**src/rtl/cond_copy_fifo.sv**
```systemverilog
// Packet FIFO that replicates each stored packet to a per-packet subset of
// output channels; every channel stalls independently until its copy is taken.
module cond_copy_fifo #(
    parameter int WIDTH   = 4,
    parameter int NUM_OUT = 2,
    parameter int DEPTH   = 2
) (
    input  logic                         clk,
    input  logic                         rst,
    input  logic [WIDTH-1:0]             in_data,
    input  logic                         in_timestep,
    input  logic                         in_mask_en,
    input  logic [NUM_OUT-1:0]           in_mask,
    input  logic                         in_valid,
    output logic                         in_ready,
    output logic [NUM_OUT*WIDTH-1:0]     out_data,
    output logic [NUM_OUT-1:0]           out_valid,
    input  logic [NUM_OUT-1:0]           out_ready,
    output logic [$clog2(DEPTH+1)-1:0]   count,
    output logic [7:0]                   drop_cnt
);

    localparam int CW = $clog2(DEPTH + 1);
    localparam int PW = $clog2(DEPTH);
    localparam logic [CW-1:0] FULL = CW'(DEPTH);

    typedef enum logic {
        EMPTY,
        ACTIVE
    } state_t;

    state_t                 state;
    logic [WIDTH-1:0]       mem_data [DEPTH];
    logic [NUM_OUT-1:0]     mem_mask [DEPTH];
    logic [PW-1:0]          wr_ptr;
    logic [PW-1:0]          rd_ptr;
    logic [PW-1:0]          rd_next;
    logic [NUM_OUT-1:0]     pending;
    logic [NUM_OUT-1:0]     remain;
    logic [NUM_OUT-1:0]     eff_mask;
    logic [WIDTH-1:0]       head_data;
    logic                   ready_q;
    logic                   push;
    logic                   store;
    logic                   drop;
    logic                   pop;
    logic [CW-1:0]          count_next;

    always_comb begin
        eff_mask = '0;
        if (in_mask_en)
            eff_mask = in_mask;
        else if (!in_timestep)
            eff_mask = '1;
        else
            eff_mask = NUM_OUT'(1);

        push    = in_valid && ready_q;
        store   = push && (eff_mask != '0);
        drop    = push && (eff_mask == '0);
        remain  = pending & ~out_ready;
        pop     = (state == ACTIVE) && (remain == '0);
        rd_next = rd_ptr + PW'(1);

        count_next = count;
        if (store && !pop)
            count_next = count + CW'(1);
        else if (pop && !store)
            count_next = count - CW'(1);
    end

    // The head entry is also written to memory so pointers stay in step with count.
    always_ff @(posedge clk) begin
        if (store) begin
            mem_data[wr_ptr] <= in_data;
            mem_mask[wr_ptr] <= eff_mask;
        end
    end

    always_ff @(posedge clk or posedge rst) begin
        if (rst) begin
            state     <= EMPTY;
            pending   <= '0;
            head_data <= '0;
            wr_ptr    <= '0;
            rd_ptr    <= '0;
            count     <= '0;
            ready_q   <= 1'b0;
            drop_cnt  <= '0;
        end else begin
            count   <= count_next;
            ready_q <= (count_next < FULL);
            if (store)
                wr_ptr <= wr_ptr + PW'(1);
            if (drop && (drop_cnt != 8'hFF))
                drop_cnt <= drop_cnt + 8'd1;

            case (state)
                EMPTY: begin
                    if (store) begin
                        state     <= ACTIVE;
                        pending   <= eff_mask;
                        head_data <= in_data;
                    end
                end
                ACTIVE: begin
                    if (pop) begin
                        rd_ptr <= rd_next;
                        // Reload from the next entry, or straight from the input when it
                        // is being written this very edge, so no bubble is inserted.
                        if (count > CW'(1)) begin
                            pending   <= mem_mask[rd_next];
                            head_data <= mem_data[rd_next];
                        end else if (store) begin
                            pending   <= eff_mask;
                            head_data <= in_data;
                        end else begin
                            state   <= EMPTY;
                            pending <= '0;
                        end
                    end else begin
                        pending <= remain;
                    end
                end
                default: state <= EMPTY;
            endcase
        end
    end

    assign in_ready  = ready_q;
    assign out_valid = pending;
    assign out_data  = {NUM_OUT{head_data}};

endmodule

```
**config.mk**
```make
export PLATFORM = sky130hd
export DESIGN_NAME = cond_copy_fifo
export DESIGN_NICKNAME = d
export VERILOG_FILES = /design/src/rtl/cond_copy_fifo.sv
export SDC_FILE = /design/constraint.sdc
export NUM_CORES = 1
export LEC_CHECK = 0
export CORE_MARGIN = 2
export CORE_UTILIZATION = 30
export DETAILED_ROUTE_END_ITERATION = 12
export REMOVE_ABC_BUFFERS = 1
export SLEW_MARGIN = 20
export SYNTH_ARGS = -nofsm -noshare
export SYNTH_HDL_FRONTEND = slang
export SYNTH_SLANG_ARGS = --single-unit
```
**constraint.sdc**
```tcl
create_clock -name clk -period 1.6 [get_ports clk]
set_input_delay 0.24 -clock clk [delete_from_list [all_inputs] [get_ports clk]]
set_output_delay 0.24 -clock clk [all_outputs]
set_load 0.05 [all_outputs]
```
== Word level (Yosys, flattened, before mapping) ==
Memory sizes are Yosys's and may differ from the RTL's.
Cells that the tools add are included.

* Output and inout port bits: 21
* Memories: 2
* Bits of input ports: 13
* Flip-flop bits (word level): 20
* Bits in writable memories: 12
* Word-level logic and storage cells: 54

* Equal/unequal tests: 3
* Order comparisons: 2
* Add/subtract/negate cells: 5
* Mux-type cells: 18
* Bitwise gates (word level): 3
* Reduce and logical (&&, ||, !) cells: 13

{| class="wikitable"
|+ Memory list
! memory !! depth !! bits a word !! read ports !! clocked after memory_dff !! write ports !! RTL line !! text
|-
| mem_data || 2 || 4 || 1 || 0 || 1 || 33 || <nowiki>logic [WIDTH-1:0] mem_data [DEPTH];</nowiki>
|-
| mem_mask || 2 || 2 || 1 || 0 || 1 || 34 || <nowiki>logic [NUM_OUT-1:0] mem_mask [DEPTH];</nowiki>
|}

{| class="wikitable"
|+ Operators by type and width
! kind !! count
|-
| 2-to-1 mux 2 bit || 8
|-
| 2-to-1 mux 4 bit || 3
|-
| adder 8 x 1 -> 8 bit, second input constant || 1
|-
| != test 8 bit, second input constant || 1
|-
| case mux 4 bit (2 select lines) || 1
|-
| logical AND 1 bit || 7
|-
| zero test 2 bit || 2
|-
| 2-to-1 mux 1 bit || 4
|-
| case mux 2 bit (2 select lines) || 1
|-
| adder 1 bit, second input constant || 2
|-
| adder 2 x 1 -> 2 bit, second input constant || 1
|-
| AND 2 bit || 1
|-
| > comparator 2 x 1 -> 1 bit, second input constant || 1
|-
| zero test 1 bit || 2
|-
| < comparator 2 bit, second input constant || 1
|-
| != test 2 x 1 -> 1 bit, second input constant || 1
|-
| != test 2 bit, second input constant || 1
|-
| inverter 2 bit || 1
|-
| case mux 1 bit (2 select lines) || 1
|-
| AND reduction 2 bit || 1
|-
| nonzero test 2 bit || 1
|-
| subtractor 2 x 1 -> 2 bit, second input constant || 1
|-
| inverter 1 bit || 1
|}

== Depth between registers and ports, before layout ==
* Depth after elaboration: 9
* Depth in mapped cells: 9
* Depth with buffers taken out: 9

== Worst setup path before layout ==
No wires, ideal clock.

* Kind: register to register
* Start point: register drop_cnt[0]
* End point: register drop_cnt[1]
* Library setup time: 125 ps
* Clock period less this slack: 1951 ps
* Arrival time: 1826 ps
* Path slack: -351 ps
* Stages on the path, launching flop included: 5
* Path through: dfrtp_1 > ha_1 > and3_1 > a211oi_4 > mux2_2

* Word-level cells in the longest chain between the ends: 2

{| class="wikitable"
|+ RTL lines
! item !! RTL line !! text
|-
| start, declared || 20 || <nowiki>output logic [7:0] drop_cnt</nowiki>
|-
| start signal, assigned || 96 || <nowiki>drop_cnt <= drop_cnt + 8'd1;</nowiki>
|-
| branches (longest 2 deep; another with adder 8 x 1 -> 8 bit) || -- ||
|}

Several ways; the timed one is not identified.
A chain may end at the register's enable or synchronous reset.

== Final worst setup path ==
* Start point: register drop_cnt[1]
* End point: register drop_cnt[4]

Same word-level chain as after synthesis.

==> run summary <==
DPL Wire Length = 2590 µm
Final min period = 1.56 ns
grt total ovfl = 0
Pre-antenna DRT Iters = 4
FMAX = 640 MHz
max_cap viols = 0
Crit path buffers/inverters = 1
num rows = 25
post-synthesis sequential area ratio = 57.2%
Worst setup SP type = flip-flop
number of diodes = 0
setup total negative slack = 0 ns
unique cell type count in the Yosys netlist = 32
clock buffer count from CTS = 5
Max VDD drop = 0.887 mV
commonest cells after routing, fill and taps aside = buf_4 (47), dfrtp_1 (20), edfxtp_1 (12)
initial drt markers = 64
Non-Filler Instances = 253
CP Max Fanout = 7
Total Die Area = 5600 µm²
Hold Buf Count CTS = 0
synthesized flop and latch total = 32
synthesized instance count = 124
Critical Path Max Stage Delay = 0.39 ns
RSZ-0062 raised after global routing = true
Clock Path Buffers = 2
mean routed wirelength per cell = 13.2 µm
Worst setup EP type = flip-flop
Routed Antenna Nets = 0
vias per inst = 4.41
DP Cell Count = 239
Slew Limit Fails = 0
PortBufs = 33
first-pass GRT wire length = 5400 µm
routability congestion estimate from global placement = 0.760
proportion of layout cells with a drive suffix above 1 = 43.0%
crit-path leading delay family = flip-flops
synthesis-to-finish area growth = 46.8%
Syn Std Cell Area = 1510 µm²
worst skew pair latency = 0.28 ns
r2r setup slk = 0.04 ns
antenna violations before repair = 0
Critical Path AT = 1.73 ns
Cell Chain, Critical Path = ha_2, and3_4, a211oi_4, buf_6, nand4_1, xnor2_1
GRT Overall Usage = 13.2%
Ys Warns = 0
Design Power = 0.00444 W
final setup fails = 0
Slew @ Worst Pin = 0.453 ns
vias in the first global route = 1139
routed wire length = 3350 µm
vias = 1116
hold crit path type = input pin to asynchronous set/reset pin
final net count = 202
Final Hold Slack = 0.283 ns
DRC = 0
clock slew at reported path FFs = 0.07 ns
core area = 4790 µm²
outcome = finished, final reports clean
clk_skew = 0.00855 ns
CTS Sinks = 32
Initial Utilization = 31.5%
CTS root buffer = clkbuf_8
height of the chip = 74.8 µm
Worst Path Required = 1.77 ns
Leak Pwr = 0.983 nW
final critical-path share of the clock period = 97.7%
most common cell after layout, fill and taps aside = buf_4
slowest CP cell = dfrtp_1
Fin. Hold Viols = 0
power per cell area = 2010 nW/µm²
Die Wd = 74.8 µm
Syn Area/Cell = 12.1 µm²
relative slew slack = 69.5%
CTS tree = built
largest net degree at the start of global routing = 21
Post-DP Area = 1990 µm²
fin area = 2210 µm²
CTS H-tree depth = 2
critical path class = flip-flop to flip-flop
I/O Pins = 34
-- Yosys cell counts --
library cell / count / area, µm²
or3b_4: 1 / 11.3
nand3b_1: 1 / 7.51
nand2b_1: 2 / 12.5
ha_1: 4 / 50.1
clkbuf_1: 2 / 7.51
nand3_1: 5 / 25.0
a32o_1: 2 / 20.0
nor2_1: 4 / 15.0
or2b_1: 1 / 7.51
mux2i_1: 5 / 50.1
nand2_1: 11 / 41.3
xnor2_1: 8 / 70.1
edfxtp_1: 12 / 360
xor2_1: 1 / 8.76
dfrtp_1: 20 / 500
a21o_1: 1 / 7.51
and3_1: 2 / 12.5
o21ai_2: 1 / 8.76
inv_1: 6 / 22.5
o21ai_0: 7 / 35.0
nor2b_1: 5 / 31.3
a31o_2: 1 / 8.76
a211oi_1: 3 / 22.5
a21oi_1: 1 / 5.00
mux2_2: 5 / 56.3
and2_1: 2 / 12.5
buf_4: 4 / 30.0
nor2b_4: 1 / 13.8
and4_1: 1 / 8.76
nor3_1: 2 / 10.0
nand4_1: 2 / 12.5
a211oi_4: 1 / 20.0
-- registers in the layout, indices dropped and copies added, names as in the netlist, named ones only --
register   flops
wr_ptr         1
rd_ptr         1
head_data      4
in_ready       1
drop_cnt       8
count          1
mem_data       8
out_valid      2
state          1
mem_mask       4
-- routing by layer --
layer	GRT usage [%]	vias to the layer above	part of all wire, %
met1	15.1	531	40
met3	3.88	8	4.5
met4	4.76	0	1.6
met5	0	-	0
met2	23.4	22	53
li1	-	555	-
-- path summary, 6_finish.rpt --
check / startpoint / end / cells past startpoint
max in group asynchronous: rst / count[0]$_DFFE_PP0P_ / 3
min in group clk: drop_cnt[7]$_DFFE_PP0P_ / drop_cnt[7]$_DFFE_PP0P_ / 1
hold reg to reg: drop_cnt[7]$_DFFE_PP0P_ / drop_cnt[7]$_DFFE_PP0P_ / 1
hold / removal: rst / head_data[3]$_DFFE_PP0P_ / 3
setup reg to reg: drop_cnt[1]$_DFFE_PP0P_ / drop_cnt[4]$_DFFE_PP0P_ / 6
setup / recovery: drop_cnt[1]$_DFFE_PP0P_ / drop_cnt[4]$_DFFE_PP0P_ / 6
-- cell type report --
cell class / instances / area [µm²]
clock buffer: 6 / 72.6
clock inverter: 2 / 35.0
fill: 446 / 2580
inverter: 6 / 22.5
multi-input combinational: 80 / 654
sequential: 32 / 861
tap: 67 / 83.8
timing repair buffer: 60 / 480
-- where the power goes --
part / switching, W / leakage (nW) / internal [W]
Clock: 0.000286 / 0.0552 / 0.000462
Combinational: 0.00141 / 0.569 / 0.000965
Sequential: 0.000211 / 0.359 / 0.00111
Total: 0.00191 / 0.983 / 0.00254
-- metrics by stage --
step / setup slack (ns) / utilization, %
after floorplan: -0.351 / -
after global placement: -0.393 / 41.5
after detailed placement: -0.426 / 41.5
after CTS: 0.0141 / 45.2
after global routing: -0.0419 / 46.2
final: 0.0369 / 46.2
-- worst register-to-register path: stages (launching register included) --
cell and delay [ns]:
dfrtp_1 0.39, ha_2 0.19, and3_4 0.18, a211oi_4 0.27, buf_6 0.16, nand4_1 0.12, xnor2_1 0.14
-- cells by family (layout without fill, tap and decap cells) --
group                    after synthesis  count (layout)  share of synthesized area, %
AND/OR/NAND/NOR                       40              40                          14.7
multiplexers                          10              10                          7.07
buffers and inverters                 12              74                          3.99
flip-flops                            32              32                          57.2
XOR/XNOR                               9               9                          5.24
adder cells (fa/ha/maj)                4               4                          3.33
AO/OA/AOI/OAI                         17              17                          8.48
-- what timing repair did --
action / CTS / global route
pin swaps: 4 / 5
gates resized for setup: 16 / 6
endpoints found under the setup margin: 18 / 17
setup buffers: 2 / 4
Note: power is estimated with default switching activity, not from simulation.
